File: src/rtl/servo_timebase_ctrl_if.sv
// Command handshake bundle for the servo time-base controller.
// master drives valid/speed/step, slave answers with ready.
interface servo_timebase_ctrl_if;
    logic       cmd_valid;
    logic       cmd_ready;
    logic [7:0] cmd_speed;
    logic       cmd_step;

    modport master (
        output cmd_valid,
        output cmd_speed,
        output cmd_step,
        input  cmd_ready
    );

    modport slave (
        input  cmd_valid,
        input  cmd_speed,
        input  cmd_step,
        output cmd_ready
    );
endinterface

File: src/rtl/servo_timebase_ctrl.sv
// Servo front end: 1 us / 1 ms time bases, tick strobes, and speed/step
// registers that only change on a millisecond boundary.
// Ports: clk, rst (sync, active high), en (divider enable),
//   cmd (slave handshake: valid/ready/speed/step),
//   tick_us/tick_ms strobes, timer_us/timer_ms square waves,
//   speed/step active values, pending (command waiting for boundary).
module servo_timebase_ctrl #(
    parameter int         CLK_HZ        = 50_000_000,
    parameter int         US_PER_MS     = 1000,
    parameter logic [7:0] SPEED_DEFAULT = 8'd10,
    parameter logic       STEP_DEFAULT  = 1'b1
) (
    input  logic                        clk,
    input  logic                        rst,
    input  logic                        en,
    servo_timebase_ctrl_if.slave        cmd,
    output logic                        tick_us,
    output logic                        tick_ms,
    output logic                        timer_us,
    output logic                        timer_ms,
    output logic [7:0]                  speed,
    output logic                        step,
    output logic                        pending
);
    localparam int US_DIV = CLK_HZ / 1_000_000;
    localparam int PW     = $clog2(US_DIV);
    localparam int MW     = $clog2(US_PER_MS);

    localparam logic [PW-1:0] PRE_MAX  = PW'(US_DIV - 1);
    localparam logic [PW-1:0] PRE_HALF = PW'(US_DIV / 2);
    localparam logic [MW-1:0] MS_MAX   = MW'(US_PER_MS - 1);
    localparam logic [MW-1:0] MS_HALF  = MW'(US_PER_MS / 2);

    localparam logic [0:0] IDLE = 1'b0;
    localparam logic [0:0] PEND = 1'b1;

    logic [PW-1:0] pre_cnt_q, pre_cnt_d;
    logic [MW-1:0] ms_cnt_q, ms_cnt_d;
    logic          tick_us_q, tick_us_d;
    logic          tick_ms_q, tick_ms_d;
    logic          timer_us_q, timer_us_d;
    logic          timer_ms_q, timer_ms_d;
    logic [0:0]    state_q, state_d;
    logic [7:0]    speed_q, speed_d;
    logic          step_q, step_d;
    logic [7:0]    sh_speed_q, sh_speed_d;
    logic          sh_step_q, sh_step_d;

    logic pre_wrap;
    logic ms_wrap;
    logic accept;

    assign cmd.cmd_ready = (state_q == IDLE) && !rst;
    assign accept        = cmd.cmd_valid && cmd.cmd_ready;

    always_comb begin
        pre_wrap   = en && (pre_cnt_q == PRE_MAX);
        ms_wrap    = pre_wrap && (ms_cnt_q == MS_MAX);
        pre_cnt_d  = pre_cnt_q;
        ms_cnt_d   = ms_cnt_q;
        timer_us_d = timer_us_q;
        timer_ms_d = timer_ms_q;
        if (en) begin
            pre_cnt_d = pre_wrap ? '0 : pre_cnt_q + PW'(1);
            if (pre_wrap) begin
                ms_cnt_d = ms_wrap ? '0 : ms_cnt_q + MW'(1);
            end
            // Levels follow the next count so the rising edge
            // lines up with the wrap that produces the tick.
            timer_us_d = (pre_cnt_d < PRE_HALF);
            timer_ms_d = (ms_cnt_d < MS_HALF);
        end
        tick_us_d = pre_wrap;
        tick_ms_d = ms_wrap;
    end

    always_comb begin
        state_d    = state_q;
        speed_d    = speed_q;
        step_d     = step_q;
        sh_speed_d = sh_speed_q;
        sh_step_d  = sh_step_q;
        unique case (1'b1)
            (state_q == IDLE): begin
                if (accept) begin
                    sh_speed_d = cmd.cmd_speed;
                    sh_step_d  = cmd.cmd_step;
                    state_d    = PEND;
                end
            end
            default: begin
                // tick_ms_q is the registered strobe, so an accept
                // during a tick cycle can only match the next one.
                if (tick_ms_q) begin
                    speed_d = sh_speed_q;
                    step_d  = sh_step_q;
                    state_d = IDLE;
                end
            end
        endcase
    end

    always_ff @(posedge clk) begin
        if (rst) begin
            pre_cnt_q  <= '0;
            ms_cnt_q   <= '0;
            tick_us_q  <= 1'b0;
            tick_ms_q  <= 1'b0;
            timer_us_q <= 1'b0;
            timer_ms_q <= 1'b0;
            state_q    <= IDLE;
            speed_q    <= SPEED_DEFAULT;
            step_q     <= STEP_DEFAULT;
            sh_speed_q <= SPEED_DEFAULT;
            sh_step_q  <= STEP_DEFAULT;
        end else begin
            pre_cnt_q  <= pre_cnt_d;
            ms_cnt_q   <= ms_cnt_d;
            tick_us_q  <= tick_us_d;
            tick_ms_q  <= tick_ms_d;
            timer_us_q <= timer_us_d;
            timer_ms_q <= timer_ms_d;
            state_q    <= state_d;
            speed_q    <= speed_d;
            step_q     <= step_d;
            sh_speed_q <= sh_speed_d;
            sh_step_q  <= sh_step_d;
        end
    end

    assign tick_us  = tick_us_q;
    assign tick_ms  = tick_ms_q;
    assign timer_us = timer_us_q;
    assign timer_ms = timer_ms_q;
    assign speed    = speed_q;
    assign step     = step_q;
    assign pending  = (state_q == PEND);
endmodule

File: src/flat_wrapper.sv
// flat-port wrapper written by rule: the top's interface ports become plain ports
module servo_timebase_ctrl_flat 
#(
    parameter int         CLK_HZ        = 50_000_000,
    parameter int         US_PER_MS     = 1000,
    parameter logic [7:0] SPEED_DEFAULT = 8'd10,
    parameter logic       STEP_DEFAULT  = 1'b1
)
  (clk, rst, en, tick_us, tick_ms, timer_us, timer_ms, speed, step, pending, cmd_cmd_valid, cmd_cmd_speed, cmd_cmd_step, cmd_cmd_ready);
  servo_timebase_ctrl_if cmd_i ();
  input  logic clk;
  input  logic rst;
  input  logic en;
  output logic tick_us;
  output logic tick_ms;
  output logic timer_us;
  output logic timer_ms;
  output logic [7:0] speed;
  output logic step;
  output logic pending;
  input wire logic [$bits(cmd_i.cmd_valid)-1:0] cmd_cmd_valid;
  input wire logic [$bits(cmd_i.cmd_speed)-1:0] cmd_cmd_speed;
  input wire logic [$bits(cmd_i.cmd_step)-1:0] cmd_cmd_step;
  output wire logic [$bits(cmd_i.cmd_ready)-1:0] cmd_cmd_ready;
  assign cmd_i.cmd_valid = cmd_cmd_valid;
  assign cmd_i.cmd_speed = cmd_cmd_speed;
  assign cmd_i.cmd_step = cmd_cmd_step;
  assign cmd_cmd_ready = cmd_i.cmd_ready;
  servo_timebase_ctrl #(.CLK_HZ(CLK_HZ), .US_PER_MS(US_PER_MS), .SPEED_DEFAULT(SPEED_DEFAULT), .STEP_DEFAULT(STEP_DEFAULT)) u_core (.clk(clk), .rst(rst), .en(en), .cmd(cmd_i), .tick_us(tick_us), .tick_ms(tick_ms), .timer_us(timer_us), .timer_ms(timer_ms), .speed(speed), .step(step), .pending(pending));
endmodule
File: config.mk
export PLATFORM = sky130hd
export DESIGN_NAME = servo_timebase_ctrl_flat
export DESIGN_NICKNAME = d
export VERILOG_FILES = /design/src/rtl/servo_timebase_ctrl_if.sv /design/src/rtl/servo_timebase_ctrl.sv /design/src/flat_wrapper.sv
export SDC_FILE = /design/constraint.sdc
export NUM_CORES = 1
export LEC_CHECK = 0
export BUFFER_PORTS_ARGS = -buffer_cell sky130_fd_sc_hd__clkbuf_2
export CAP_MARGIN = 0
export CORE_UTILIZATION = 55
export DETAILED_ROUTE_END_ITERATION = 10
export GPL_ROUTABILITY_DRIVEN = 0
export GPL_TIMING_DRIVEN = 0
export PLACE_DENSITY = 0.78
export SLEW_MARGIN = 20
export SYNTH_ARGS = -nofsm -noshare
export SYNTH_HDL_FRONTEND = slang
export SYNTH_SLANG_ARGS = --single-unit
File: constraint.sdc
create_clock -name clk -period 2.5 [get_ports clk]
set_clock_uncertainty 0.15 [all_clocks]
set_input_delay 0.125 -clock clk [delete_from_list [all_inputs] [get_ports clk]]
set_output_delay 0.125 -clock clk [all_outputs]
set_load 0.01 [all_outputs]
==> results.sh <==
export IMPL_areaGrowthSynthToFinish_pct=21.15
export IMPL_drtIter0Drc=138
export IMPL_routed_wl_um=4208
export IMPL_cpPeakStageDelay_ps=550
export IMPL_num_antenna_cells=0
export IMPL_synth_distinct_cells=42
export IMPL_clock_sinks=39
export IMPL_crit_path_start_kind="flip-flop"
export IMPL_yosys_most_used_dff="dfxtp_1"
export IMPL_numCtsBuffers=5
export IMPL_dieWidth_um=59.65
export IMPL_min_delay_start="rst"
export IMPL_synth_area_mm2=0.001828
export IMPL_synth_net_count=235
export IMPL_nNetsFinal=280
export IMPL_io_pins=28
export IMPL_reg2reg_to="u_core.sh_speed_q[2]$_SDFFE_PP0P_"
export IMPL_synth_top_family_by_area="simple AND/OR/NAND/NOR gates"
export IMPL_grt_max_degree=14
export IMPL_synth_compound_area_share_pct=15.40
export IMPL_core_area_mm2=0.003103
export IMPL_synth_mux_area_share_pct=0.6160
export IMPL_grt_total_usage_pct=25.13
export IMPL_maxCapViolCount=0
export IMPL_timing_critical_path_mode_cell="clkbuf_1"
export IMPL_synth_top_area_share_pct=42.71
export IMPL_vias=1710
export IMPL_grt_pass1_vias=1465
export IMPL_num_rows=20
export IMPL_synth_warnings=0
export IMPL_clkTransAtPathRegs_ps=120
export IMPL_port_buffer_count=26
export IMPL_grt_ovfl_total=0
export IMPL_dieHeight_um=59.65
export IMPL_cts_buffer_depth=2
export IMPL_crit_chain="nor2_1 -> and2_1 -> clkbuf_1 -> clkbuf_1 -> nand2_1 -> o21ai_0 -> dlygate4sd3_1"
export IMPL_fp_dieArea_mm2=0.003558
export IMPL_synth_edff_count=0
export IMPL_setup_viol_count_final=0
export IMPL_post_synth_main_area_contributors="dfxtp_1, nand2_1, a21oi_1, nor2_1, o21ai_0"
export IMPL_synth_largest_area_cell="dfxtp_1"
export IMPL_drcViolationCount=0
export IMPL_drive_gt1_share_pct=17.36
export IMPL_ys_top_cells_by_count="nand2_1, dfxtp_1, a21oi_1, nor2_1, o21ai_0"
export IMPL_finalPower_mw=1.170
export IMPL_synth_seq_cells=39
export IMPL_dp_hpwl_um=2810
export IMPL_ant_nets=0
export IMPL_fin_crit_ps=2245
export IMPL_synthAdderAreaFrac_pct=2.053
export IMPL_yosysMostFrequentCell="nand2_1"
export IMPL_cp_arrival_ps=2400
export IMPL_cpMaxStageDelayCell="dlygate4sd3_1"
export IMPL_crit_fanout=10
export IMPL_final_max_slew_violation_count=0
export IMPL_ys_async_sr_fraction_pct=0
export IMPL_leakage_nw=0.8286
export IMPL_worst_pin_slew_ps=555.0
export IMPL_status="finished clean"
export IMPL_synth_area_per_cell_um2=8.347
export IMPL_ys_seq_area_share_pct=42.71
export IMPL_reg2reg_depth=7
export IMPL_synth_xor_area_share_pct=4.791
export IMPL_r2r_slack_ps=260
export IMPL_critPathKind="flip-flop to flip-flop"
export IMPL_clockRootBuffer="clkbuf_4"
export IMPL_p_per_area_mw_per_mm2=528.3
export IMPL_post_route_period_util_pct=89.78
export IMPL_whs_endpoint="u_core.ms_cnt_q[7]$_SDFFE_PP0P_"
export IMPL_cp_end_kind="flip-flop"
export IMPL_min_path_cells=3
export IMPL_syn_inst=219
export IMPL_final_hold_viol_count=0
export IMPL_ir_drop_v=0.0003483
export IMPL_setup_tns_ps=0
export IMPL_synthSimpleGateAreaFrac_pct=31.01
export IMPL_r2r_start="u_core.pending$_SDFF_PP0_"
export IMPL_initial_core_util_pct=58.91
export IMPL_antenna_found_initial=0
export IMPL_cts_tree="built"
export IMPL_insertion_delay_ps=350
export IMPL_h_tree_depth=2
export IMPL_hp_class="primary input to flip-flop"
export IMPL_grt_pass1_wl_um=6527
export IMPL_worstPathRequired_ps=2650
export IMPL_max_freq_mhz=445.5
export IMPL_wl_per_cell_um=13.62
export IMPL_rsz0062_at_grt="no"
export IMPL_slew_headroom_pct=62.86
export IMPL_vias_per_cell=5.534
export IMPL_firstDrtPassIters=4
[worst max path at each step]
| stage | end | slack (ps) | from | cells after the start |
|---|---|---|---|---|
| 2_1_floorplan | u_core.timer_ms$_SDFFE_PP0P_ | 610 | u_core.ms_cnt_q[0]$_SDFFE_PP0P_ | 6 |
| 3_3_place_gp | u_core.timer_ms$_SDFFE_PP0P_ | 450 | u_core.ms_cnt_q[0]$_SDFFE_PP0P_ | 6 |
| 3_5_place_dp | u_core.timer_ms$_SDFFE_PP0P_ | 400 | u_core.ms_cnt_q[0]$_SDFFE_PP0P_ | 6 |
| 4_1_cts | u_core.sh_speed_q[2]$_SDFFE_PP0P_ | 330 | u_core.pending$_SDFF_PP0_ | 7 |
| 5_1_grt | u_core.sh_speed_q[2]$_SDFFE_PP0P_ | 120 | u_core.pending$_SDFF_PP0_ | 7 |
| 6_report | u_core.sh_speed_q[2]$_SDFFE_PP0P_ | 260 | u_core.pending$_SDFF_PP0_ | 7 |
[layer usage]
metal	share of wire (%)	vias up	track usage, %	routed length [um]
met3	5.0	5	6.710	209
met1	45	810	32.93	1894
met4	1.0	0	6.312	44
li1	-	851	-	-
met5	0	-	0	0
met2	49	44	40.95	2060
[flip-flops by register name, indices dropped and copies added, names as in the netlist]
signal	count
u_core.sh_step_q	1
u_core.tick_ms	1
u_core.pending	1
u_core.pre_cnt_q	6
u_core.tick_us	1
u_core.timer_ms	1
u_core.sh_speed_q	8
u_core.ms_cnt_q	10
u_core.step	1
u_core.timer_us	1
u_core.speed	8
[where the power goes]
part           switching, mW  leakage, nW  internal [mW]  total, mW
combinational         0.0464        0.466         0.0418     0.0882
sequential            0.0134        0.318          0.640      0.653
clock                  0.218       0.0452          0.210      0.428
total                  0.278        0.829          0.892       1.17
[logic make-up (layout without fill, tap and decap cells)]
| logic type | count (synthesis) | count (layout) |
|---|---|---|
| AO/OA/AOI/OAI | 44 | 44 |
| XOR/XNOR | 10 | 10 |
| adder cells (fa/ha/maj) | 3 | 3 |
| buffers and inverters | 14 | 60 |
| flip-flops | 39 | 39 |
| multiplexers | 1 | 1 |
| AND/OR/NAND/NOR | 108 | 108 |
[area by class of cell]
cell class | count | area, um^2
clock buffer | 5 | 37.54
clock inverter | 3 | 43.79
fill | 287 | 888.4
multi-input combinational | 166 | 984.7
sequential | 39 | 780.7
buffer | 12 | 55.05
tap | 44 | 55.05
inverter | 2 | 7.507
timing repair buffer | 38 | 250.2
[placed cells by master, fill, tap and decap left out, types with 2 or more instances in the layout]
master,count
nand2_1,40
dfxtp_1,39
clkbuf_2,26
nor2_1,17
a21oi_1,17
dlygate4sd3_1,12
o21ai_0,11
clkbuf_1,9
nor3_1,9
nand3_1,8
nand2b_1,8
xor2_1,6
nand3b_1,5
clkbuf_4,5
o211ai_1,4
and2_1,4
nand4_1,4
xnor2_1,4
or3_1,3
ha_1,3
buf_2,2
and4_1,2
a211oi_1,2
[worst max-delay path: cells and delay by family (launching register included)]
family / cells / cell delay [ps]
AO/OA/AOI/OAI: 1 / 70
buffers and inverters: 3 / 1240
flip-flops: 1 / 360
AND/OR/NAND/NOR: 3 / 380
[through the flow]
stage / cells / hold slack (ps) / cell area (um^2) / setup slack, ps / utilization, %
floorplan: 219 / 83.62 / 1828 / 610.6 / -
global placement: 289 / 174.8 / 2013 / 448.1 / 64.88
detailed placement: 289 / 178.4 / 2013 / 403.8 / 64.88
CTS: 309 / 158.6 / 2215 / 332.0 / 71.37
global route: 309 / 182.8 / 2215 / 118.2 / 71.37
finish: 309 / 181.4 / 2215 / 255.5 / 71.37
[timing repair]
action | in CTS | in global routing
buffers inserted | 0 | 0
hold endpoints to repair | 11 | 0
hold buffers | 12 | 0
gates resized for setup | 0 | 0
Power figures use the tool's default switching activity.
